**src/rtl/mem_axi_bridge_pkg.sv**
```systemverilog
// Shared encodings and lane helpers for the MEM-side data-bus to AXI4 bridge
// and its lane-mapping sub-module.
package mem_axi_bridge_pkg;

    typedef enum logic [1:0] {
        SIZE_B = 2'b00,
        SIZE_H = 2'b01,
        SIZE_W = 2'b10,
        SIZE_D = 2'b11
    } size_e;

    typedef enum logic [1:0] {
        RESP_OKAY   = 2'b00,
        RESP_EXOKAY = 2'b01,
        RESP_SLVERR = 2'b10,
        RESP_DECERR = 2'b11
    } resp_e;

    localparam logic REQ_READ  = 1'b0;
    localparam logic REQ_WRITE = 1'b1;

    typedef enum logic [2:0] {
        ST_IDLE,
        ST_RD_AR,
        ST_RD_R,
        ST_WR_AWW,
        ST_WR_B,
        ST_RESP
    } state_e;

    function automatic logic [7:0] size_strb(input logic [1:0] size);
        case (size)
            SIZE_B:  return 8'h01;
            SIZE_H:  return 8'h03;
            SIZE_W:  return 8'h0F;
            default: return 8'hFF;
        endcase
    endfunction

    function automatic logic [63:0] size_mask(input logic [1:0] size);
        case (size)
            SIZE_B:  return 64'h0000_0000_0000_00FF;
            SIZE_H:  return 64'h0000_0000_0000_FFFF;
            SIZE_W:  return 64'h0000_0000_FFFF_FFFF;
            default: return 64'hFFFF_FFFF_FFFF_FFFF;
        endcase
    endfunction

    function automatic logic misaligned(input logic [2:0] offset, input logic [1:0] size);
        case (size)
            SIZE_B:  return 1'b0;
            SIZE_H:  return offset[0];
            SIZE_W:  return |offset[1:0];
            default: return |offset;
        endcase
    endfunction

endpackage

```
**src/rtl/mem_axi_bridge_lane.sv**
```systemverilog
// Byte-lane mapping between right-aligned CPU data and the 64-bit AXI data bus.
// Purely combinational; shared with the instruction-side bridge.
module mem_axi_lane
    import mem_axi_bridge_pkg::*;
(
    input  logic [2:0]  offset_i,
    input  logic [1:0]  size_i,
    input  logic [63:0] w_data_i,
    output logic [63:0] w_data_o,
    output logic [7:0]  w_strb_o,
    input  logic [63:0] r_data_i,
    output logic [63:0] r_data_o
);

    logic [5:0] shamt;

    assign shamt = {offset_i, 3'b000};

    always_comb begin
        w_data_o = w_data_i << shamt;
        w_strb_o = size_strb(size_i) << offset_i;
        r_data_o = (r_data_i >> shamt) & size_mask(size_i);
    end

endmodule

```
**src/rtl/mem_axi_bridge.sv**
```systemverilog
// MEM-stage data-bus responder issuing one single-beat AXI4 read or write per request.
// Optional response watchdog with late-beat draining: define MEM_AXI_TIMEOUT_EN.
module mem_axi_bridge
    import mem_axi_bridge_pkg::*;
#(
    parameter int unsigned ADDR_W         = 64,
    parameter int unsigned DATA_W         = 64,
    parameter int unsigned TIMEOUT_CYCLES = 1023
) (
    input  logic              clk,
    input  logic              rst,
    input  logic              mem_valid_i,
    output logic              mem_ready_o,
    input  logic              mem_req_i,
    input  logic [ADDR_W-1:0] mem_addr_i,
    input  logic [1:0]        mem_size_i,
    input  logic [DATA_W-1:0] mem_data_write_i,
    output logic [DATA_W-1:0] mem_data_read_o,
    output logic [1:0]        mem_resp_o,
    output logic              axi_aw_valid_o,
    input  logic              axi_aw_ready_i,
    output logic [ADDR_W-1:0] axi_aw_addr_o,
    output logic [2:0]        axi_aw_size_o,
    output logic              axi_w_valid_o,
    input  logic              axi_w_ready_i,
    output logic [DATA_W-1:0] axi_w_data_o,
    output logic [7:0]        axi_w_strb_o,
    output logic              axi_w_last_o,
    input  logic              axi_b_valid_i,
    output logic              axi_b_ready_o,
    input  logic [1:0]        axi_b_resp_i,
    output logic              axi_ar_valid_o,
    input  logic              axi_ar_ready_i,
    output logic [ADDR_W-1:0] axi_ar_addr_o,
    output logic [2:0]        axi_ar_size_o,
    input  logic              axi_r_valid_i,
    output logic              axi_r_ready_o,
    input  logic [DATA_W-1:0] axi_r_data_i,
    input  logic [1:0]        axi_r_resp_i,
    input  logic              axi_r_last_i
);

    state_e            state_q, state_d;
    logic              req_q, req_d;
    logic [ADDR_W-1:0] addr_q, addr_d;
    logic [1:0]        size_q, size_d;
    logic [DATA_W-1:0] wdata_q, wdata_d;
    logic              misal_q, misal_d;
    logic              aw_done_q, aw_done_d;
    logic              w_done_q, w_done_d;
    logic              abort_q, abort_d;
    logic [DATA_W-1:0] rdata_q, rdata_d;
    logic [1:0]        resp_q, resp_d;

    logic              accept;
    logic              result_valid;
    logic [DATA_W-1:0] result_data;
    logic [1:0]        result_resp;
    logic [DATA_W-1:0] lane_w_data;
    logic [7:0]        lane_w_strb;
    logic [DATA_W-1:0] lane_r_data;
    logic              unused_inputs;

`ifdef MEM_AXI_TIMEOUT_EN
    localparam logic [9:0] TMO_LIMIT = 10'(TIMEOUT_CYCLES);

    logic [9:0] tmo_q, tmo_d;
    logic       drain_q, drain_d;

    assign unused_inputs = axi_r_last_i;
`else
    assign unused_inputs = axi_r_last_i ^ TIMEOUT_CYCLES[0];
`endif

    mem_axi_lane u_lane (
        .offset_i (addr_q[2:0]),
        .size_i   (size_q),
        .w_data_i (wdata_q),
        .w_data_o (lane_w_data),
        .w_strb_o (lane_w_strb),
        .r_data_i (axi_r_data_i),
        .r_data_o (lane_r_data)
    );

    assign axi_ar_addr_o   = addr_q;
    assign axi_aw_addr_o   = addr_q;
    assign axi_ar_size_o   = {1'b0, size_q};
    assign axi_aw_size_o   = {1'b0, size_q};
    assign mem_data_read_o = rdata_q;
    assign mem_resp_o      = resp_q;

    always_comb begin
        // NOTE: every signal gets a default first so no path leaves it unassigned (no latches).
        state_d        = state_q;
        req_d          = req_q;
        addr_d         = addr_q;
        size_d         = size_q;
        wdata_d        = wdata_q;
        misal_d        = misal_q;
        aw_done_d      = aw_done_q;
        w_done_d       = w_done_q;
        abort_d        = abort_q;
        rdata_d        = rdata_q;
        resp_d         = resp_q;
        result_valid   = 1'b0;
        result_data    = '0;
        result_resp    = RESP_OKAY;
        accept         = mem_valid_i;
        mem_ready_o    = 1'b0;
        axi_ar_valid_o = 1'b0;
        axi_r_ready_o  = 1'b0;
        axi_aw_valid_o = 1'b0;
        axi_w_valid_o  = 1'b0;
        axi_b_ready_o  = 1'b0;

`ifdef MEM_AXI_TIMEOUT_EN
        tmo_d   = '0;
        drain_d = drain_q;
        accept  = mem_valid_i && !drain_q;
        // A timed-out transaction still owes us one beat; swallow it before new traffic.
        if (drain_q) begin
            if (req_q == REQ_READ) begin
                axi_r_ready_o = 1'b1;
                if (axi_r_valid_i) drain_d = 1'b0;
            end else begin
                axi_b_ready_o = 1'b1;
                if (axi_b_valid_i) drain_d = 1'b0;
            end
        end
`endif

        if (state_q != ST_IDLE && !mem_valid_i) abort_d = 1'b1;

        case (state_q)
            ST_IDLE: begin
                abort_d   = 1'b0;
                aw_done_d = 1'b0;
                w_done_d  = 1'b0;
                if (accept) begin
                    req_d   = mem_req_i;
                    addr_d  = mem_addr_i;
                    size_d  = mem_size_i;
                    wdata_d = mem_data_write_i;
                    misal_d = misaligned(mem_addr_i[2:0], mem_size_i);
                    state_d = (mem_req_i == REQ_WRITE) ? ST_WR_AWW : ST_RD_AR;
                end
            end

            // Alignment is judged on the latched fields, so a rejected access
            // spends one cycle here with its AXI valids held low.
            ST_RD_AR: begin
                if (misal_q) begin
                    result_valid = 1'b1;
                    result_resp  = RESP_SLVERR;
                    state_d      = ST_RESP;
                end else begin
                    axi_ar_valid_o = 1'b1;
                    if (axi_ar_ready_i) state_d = ST_RD_R;
                end
            end

            ST_RD_R: begin
                axi_r_ready_o = 1'b1;
                if (axi_r_valid_i) begin
                    result_valid = 1'b1;
                    result_data  = lane_r_data;
                    result_resp  = axi_r_resp_i;
                    state_d      = ST_RESP;
                end
`ifdef MEM_AXI_TIMEOUT_EN
                else begin
                    tmo_d = tmo_q + 10'd1;
                    if (tmo_d == TMO_LIMIT) begin
                        result_valid = 1'b1;
                        result_resp  = RESP_DECERR;
                        drain_d      = 1'b1;
                        state_d      = ST_RESP;
                    end
                end
`endif
            end

            ST_WR_AWW: begin
                if (misal_q) begin
                    result_valid = 1'b1;
                    result_resp  = RESP_SLVERR;
                    state_d      = ST_RESP;
                end else begin
                    axi_aw_valid_o = !aw_done_q;
                    axi_w_valid_o  = !w_done_q;
                    aw_done_d      = aw_done_q | axi_aw_ready_i;
                    w_done_d       = w_done_q | axi_w_ready_i;
                    if (aw_done_d && w_done_d) state_d = ST_WR_B;
                end
            end

            ST_WR_B: begin
                axi_b_ready_o = 1'b1;
                if (axi_b_valid_i) begin
                    result_valid = 1'b1;
                    result_resp  = axi_b_resp_i;
                    state_d      = ST_RESP;
                end
`ifdef MEM_AXI_TIMEOUT_EN
                else begin
                    tmo_d = tmo_q + 10'd1;
                    if (tmo_d == TMO_LIMIT) begin
                        result_valid = 1'b1;
                        result_resp  = RESP_DECERR;
                        drain_d      = 1'b1;
                        state_d      = ST_RESP;
                    end
                end
`endif
            end

            ST_RESP: begin
                mem_ready_o = !abort_q;
                state_d     = ST_IDLE;
            end

            default: state_d = ST_IDLE;
        endcase

        axi_w_last_o = axi_w_valid_o;
        axi_w_data_o = axi_w_valid_o ? lane_w_data : '0;
        axi_w_strb_o = axi_w_valid_o ? lane_w_strb : '0;

        // Abandoned requests must not disturb the last delivered result.
        if (result_valid && !abort_d) begin
            rdata_d = result_data;
            resp_d  = result_resp;
        end
    end

    // NOTE: sequential state uses non-blocking assignments so all flops update together.
    always_ff @(posedge clk or negedge rst) begin
        if (!rst) begin
            state_q   <= ST_IDLE;
            req_q     <= REQ_READ;
            addr_q    <= '0;
            size_q    <= SIZE_B;
            wdata_q   <= '0;
            misal_q   <= 1'b0;
            aw_done_q <= 1'b0;
            w_done_q  <= 1'b0;
            abort_q   <= 1'b0;
            rdata_q   <= '0;
            resp_q    <= RESP_OKAY;
`ifdef MEM_AXI_TIMEOUT_EN
            tmo_q     <= '0;
            drain_q   <= 1'b0;
`endif
        end else begin
            state_q   <= state_d;
            req_q     <= req_d;
            addr_q    <= addr_d;
            size_q    <= size_d;
            wdata_q   <= wdata_d;
            misal_q   <= misal_d;
            aw_done_q <= aw_done_d;
            w_done_q  <= w_done_d;
            abort_q   <= abort_d;
            rdata_q   <= rdata_d;
            resp_q    <= resp_d;
`ifdef MEM_AXI_TIMEOUT_EN
            tmo_q     <= tmo_d;
            drain_q   <= drain_d;
`endif
        end
    end

endmodule

```
**config.mk**
```make
export PLATFORM = sky130hd
export DESIGN_NAME = mem_axi_bridge
export DESIGN_NICKNAME = d
export VERILOG_FILES = /design/src/rtl/mem_axi_bridge_pkg.sv /design/src/rtl/mem_axi_bridge_lane.sv /design/src/rtl/mem_axi_bridge.sv
export SDC_FILE = /design/constraint.sdc
export NUM_CORES = 1
export LEC_CHECK = 0
export ABC_AREA = 1
export BUFFER_PORTS_ARGS = -buffer_cell sky130_fd_sc_hd__buf_2
export CAP_MARGIN = 20
export CORE_MARGIN = 2
export CORE_UTILIZATION = 35
export DETAILED_ROUTE_END_ITERATION = 8
export PLACE_DENSITY = 0.65
export SYNTH_ARGS = -nofsm -noshare
export SYNTH_HDL_FRONTEND = slang
export SYNTH_SLANG_ARGS = --single-unit
```
**constraint.sdc**
```tcl
create_clock -name clk -period 1.9 [get_ports clk]
set_clock_uncertainty 0.2 [all_clocks]
set_input_delay 0.095 -clock clk [delete_from_list [all_inputs] [get_ports clk]]
set_output_delay 0.095 -clock clk [all_outputs]
set_load 0.005 [all_outputs]
```
# ---- Yosys cells after proc, flatten, opt, wreduce, memory -nomap -nowiden
# Index checks and enable logic that the tools add are counted.
dict set report op_classes {
  bitwise_logic 3
  n_reduce_logical 19
  n_mux 39
  n_shift 3
  n_eq_ne 15
}
# operator count
set op_table {}
lappend op_table {{$mux W64} 3}
lappend op_table {{$pmux W64 S3} 1}
lappend op_table {{$and A64 B64 Y64} 1}
lappend op_table {{$shl A64 B6 Y64} 1}
lappend op_table {{$shr A64 B6 Y64} 1}
lappend op_table {{$pmux W8 S3} 1}
lappend op_table {{$mux W3} 7}
lappend op_table {{$mux W1} 16}
lappend op_table {{$pmux W3 S5} 1}
lappend op_table {{$mux W2} 4}
lappend op_table {{$mux W8} 1}
lappend op_table {{$ne A2 B2 Y1 const B} 4}
lappend op_table {{$shl A8 B3 Y8} 1}
lappend op_table {{$eq A3 B2 Y1 const B} 2}
lappend op_table {{$eq A3 B3 Y1 const B} 2}
lappend op_table {{$ne A3 B3 Y1 const B} 2}
lappend op_table {{$pmux W1 S3} 2}
lappend op_table {{$pmux W2 S3} 1}
lappend op_table {{$logic_not A1 Y1} 5}
lappend op_table {{$reduce_and A5 Y1} 1}
lappend op_table {{$eq A2 B1 Y1 const B} 2}
lappend op_table {{$eq A2 B2 Y1 const B} 2}
lappend op_table {{$logic_not A2 Y1} 2}
lappend op_table {{$pmux W1 S2} 2}
lappend op_table {{9 further kinds} 14}
dict set report word_totals {
  input_bits 208
  register_bits 203
  word_cells 89
}

# ---- Logic depth before layout (Yosys ltp)
dict set report depth {
  word_depth 6
  mapped_depth 10
  ltp_nobuf 9
}

# ---- Hierarchy
# Synthesis repeated with hierarchy kept, for this count alone.
dict set report hier_totals {
  hier_cells 2095
  area_unflattened_um2 13581.8
}
# module n_inst area_per_inst_um2 cells_each
set modules_own_cells {}
lappend modules_own_cells {mem_axi_bridge 1 9316.4 1147}
lappend modules_own_cells {mem_axi_lane 1 4265.3 948}

# ---- Worst setup path before layout
# No wires, ideal clock.
dict set report synth_timing {
  path_type {register to register}
  startpoint {register state_q[0]}
  endpoint {register addr_q[15] (netlist: axi_ar_addr_o[15])}
  arrival_time_ns 1.292
  path_stages_with_launch 9
  t_required_ns 1.583
  path_slack_ns 0.292
  period_less_slack_ns 1.608
  cell_sequence {dfrtp_1 -> nor2_2 -> nand2_2 -> nor2_4 -> inv_2 -> buf_4 -> buf_6 -> nand2_1 -> nand2_1}
}
dict set report synth_via {
  elab_chain_cells 2
}
# item line_no
set synth_rtl {}
lappend synth_rtl {{start: declaration} mem_axi_bridge.sv:43} ;# state_e state_q, state_d;
lappend synth_rtl {{start signal: assignment} mem_axi_bridge.sv:255} ;# state_q <= state_d;
lappend synth_rtl {{$logic_not A3 Y1} n/a}
lappend synth_rtl {{$reduce_and A2 Y1 (no line)} n/a}
lappend synth_rtl {{end signal: assignment} mem_axi_bridge.sv:257} ;# addr_q <= addr_d;
lappend synth_rtl {{end: declaration} mem_axi_bridge.sv:45} ;# logic [ADDR_W-1:0] addr_q, addr_d;
# No other way between the ends.
# A chain may end at the register's enable or synchronous reset.

# ---- Final worst setup path
dict set report layout_timing {
  startpoint {register addr_q[0] (netlist: axi_ar_addr_o[0])}
  endpoint {output port axi_w_data_o[37]}
}
dict set report layout_via {
  elab_chain_cells 2
}
# item line_no
set layout_rtl {}
lappend layout_rtl {{$shl A64 B6 Y64} mem_axi_bridge_lane.sv:20} ;# w_data_o = w_data_i << shamt;
lappend layout_rtl {{$mux W64} mem_axi_bridge.sv:226} ;# axi_w_data_o = axi_w_valid_o ? lane_w_data : '0;
lappend layout_rtl {{end: declaration} mem_axi_bridge.sv:26} ;# output logic [DATA_W-1:0] axi_w_data_o,
# No other way between the ends.

==> flow_summary.ini <==
[setup_path]
cpMaxStageDelayCell = dfrtp_4
crit_arrival_ps = 2150
critical_path.max_stage_delay_ps = 530
cp-start-kind = flip-flop
crit_type = flip-flop to primary output
cp.required_ps = 1600
worstSetupEndpointType = primary output
cp_cell_sequence = buf_12, buf_6, nand2_1, o21ai_2, buf_4, mux2i_2, o22ai_2, buf_2
cp_max_fo = 25

[yosys]
synth_cell_types = 33
synthTopCellsByArea = dfrtp_1 42%, nand2_1 27%, o21ai_0 5.8%
yosysTopAreaCell = dfrtp_1
synth_top_area_share_pct = 41.5
syn_area_um2 = 12200
synth.yosys.seq_area_share_pct = 41.5
synth_area_per_cell_um2 = 6.84
syn_inst = 1789
synth-seq-cells = 203
ys_warn_count = 0

[clock_tree]
clock_latency_ps = 530
clkSinkCount = 203
cts_tree = built
cts_max_path_buffers = 3
clk_pin_slew_ps = 60
cts_root_buffer = clkbuf_16
htree_levels = 1
cts_made_buffers = 25

[detailed_routing]
wl_um = 59700
drtIter0Drc = 1314
via_count = 15400
dr.pass1.iters = 7
routedWlPerCell_um = 20.0
met1Wirelength_um = 22100
wl_met2_um = 29600
ant_nets = 0
route.met3.wl_um = 4770
vias_per_cell = 5.17
drc = 0
highest_layer = met4

[placed_design]
port_buffers = 483
globalplace.congestion = 0.953
hpwl_um = 37700
place_worst_setup_slack_ps = -246
post_dp_cell_area_um2 = 15200
dp.cells = 2656

[timing]
rsz0062_at_grt = yes
hold_slack_ps = 100
min_period_over_period_pct = 129
setup_violations = 214
slew_violations = 0
final_hold_viol_count = 0
fmax_mhz = 409
min_period_ps = 2450
fin_ws_ps = -547

[power]
power_density_nw_per_um2 = 1500
power_leakage_nw = 10.9
ir_drop_v = 0.000758

[status]
status = complete, but fails checks
violations = negative setup slack

[grt]
grt_antenna_before_repair = 1
grt_overflow = 0
grt_pass1_vias = 14600
grtUsageTotal_pct = 29.1
grt_pass1_wl_um = 81900
grt_max_degree = 63

[layout]
design_area_um2 = 20300
num-fill-cells = 3051
nNetsFinal = 2716
layout_common_cells = 813 x nand2_1, 473 x buf_2, 208 x dlygate4sd3_1
layout-drive-gt1-share_pct = 35.4
final_common_cell = nand2_1
areaGrowthSynthToFinish_pct = 65.9
fin_cells = 2982

[die]
core-area_um2 = 34500
chipHeight_um = 191
rows = 68
die_w_um = 191
die-area_um2 = 36500
initial_core_util_pct = 35.5
num_io_pins = 487

[flow_run]
cap_viol_max_count = 0

[min_path]
hold_class = primary input to flip-flop
==> worst max-delay path, delay by kind of cell (launching register included) <==
kind / cells / cell delay (ps)
buf+inv: 4 / 620
flops: 1 / 530
mux: 1 / 200
compound gates: 2 / 160
simple gates: 1 / 90
==> power breakdown <==
part,leakage [nW],total (mW),switching (mW),internal (mW)
logic,7.91,18.3,10.5,7.84
registers,2.62,7.32,1.38,5.94
clock network,0.398,4.84,1.99,2.85
==> stage by stage <==
| stage | setup TNS [ps] | power, mW | util, % |
|---|---|---|---|
| finish | -42010 | 30.5 | 58.9 |
| global route | -55240 | 32.3 | 58.9 |
| CTS | -31120 | 27.7 | 55.4 |
| detailed placement | -756 | 20.7 | 44.0 |
| global placement | -790 | 20.6 | 44.0 |
| floorplan | 0 | 15.4 | - |
==> kinds of logic (layout without fill, tap and decap cells) <==
kind of cell           count (synthesis)  after routing  synth area share (%)
flip-flops                           203            203                  41.5
AND/OR/NAND/NOR                     1110           1111                  36.9
other                                  1              3                0.0306
buffers and inverters                272           1007                  12.4
multiplexers                           8              8                 0.654
AO/OA/AOI/OAI                        195            195                  8.53
==> layer usage <==
metal	global-route usage (%)	vias up
li1	-	7019
met1	34.5	7360
met2	52.4	860
met3	3.78	183
met4	12.5	0
met5	0	-
==> synth_stat cells (all sizes together) <==
cell,count
o22ai,11
mux2i,8
nand2,874
nor3,7
conb,1
nor4,1
a22oi,4
nand4,23
inv,93
buf,153
nand3b,3
nand3,119
a21oi,17
o211ai,4
o21ai,159
nor2,83
clkbuf,26
dfrtp,203
==> timing repair <==
action                                  4_1_cts  5_1_grt
setup buffers                                14       23
gates cloned                                 13       24
pin swaps                                    10       36
endpoints found under the hold margin       406        0
endpoints found under the setup margin       77      235
hold buffers                                209        0
gates resized for setup                     184      174
==> path summary, 6_finish.rpt <==
| check | cells past startpoint | to | slack, ps | from |
|---|---|---|---|---|
| max | 8 | axi_w_data_o[37] | -550 | axi_ar_addr_o[0]$_DFFE_PN0P_ |
| max in group asynchronous | 4 | axi_ar_addr_o[34]$_DFFE_PN0P_ | 610 | rst |
| min reg2reg | 2 | mem_data_read_o[11]$_DFFE_PN0P_ | 270 | mem_data_read_o[11]$_DFFE_PN0P_ |
| max reg2reg | 11 | axi_ar_addr_o[62]$_DFFE_PN0P_ | -140 | state_q[1]$_DFFE_PN0P_ |
| min in group asynchronous | 4 | mem_data_read_o[41]$_DFFE_PN0P_ | 500 | rst |
| min | 4 | axi_ar_addr_o[3]$_DFFE_PN0P_ | 100 | mem_addr_i[3] |
==> registers in the layout, indices dropped and copies added, names as in the netlist <==
| register | cells |
|---|---|
| mem_data_read_o | 64 |
| wdata_q | 64 |
| w_done_q | 1 |
| axi_ar_addr_o | 64 |
| misal_q | 1 |
| state_q | 3 |
| aw_done_q | 1 |
| mem_resp_o | 2 |
| size_q | 2 |
| abort_q | 1 |
==> area by class of cell <==
class	count	area [um^2]	share of cell area (%)
antenna	1	2.50	0.0123
clock buffer	36	707	3.48
clock inverter	9	101	0.499
inverter	93	407	2.00
multi-input combinational	1316	6400	31.5
sequential	203	5090	25.1
tap	455	569	2.80
timing repair buffer	869	7030	34.6
No activity file was read; power rests on OpenSTA's default activity.
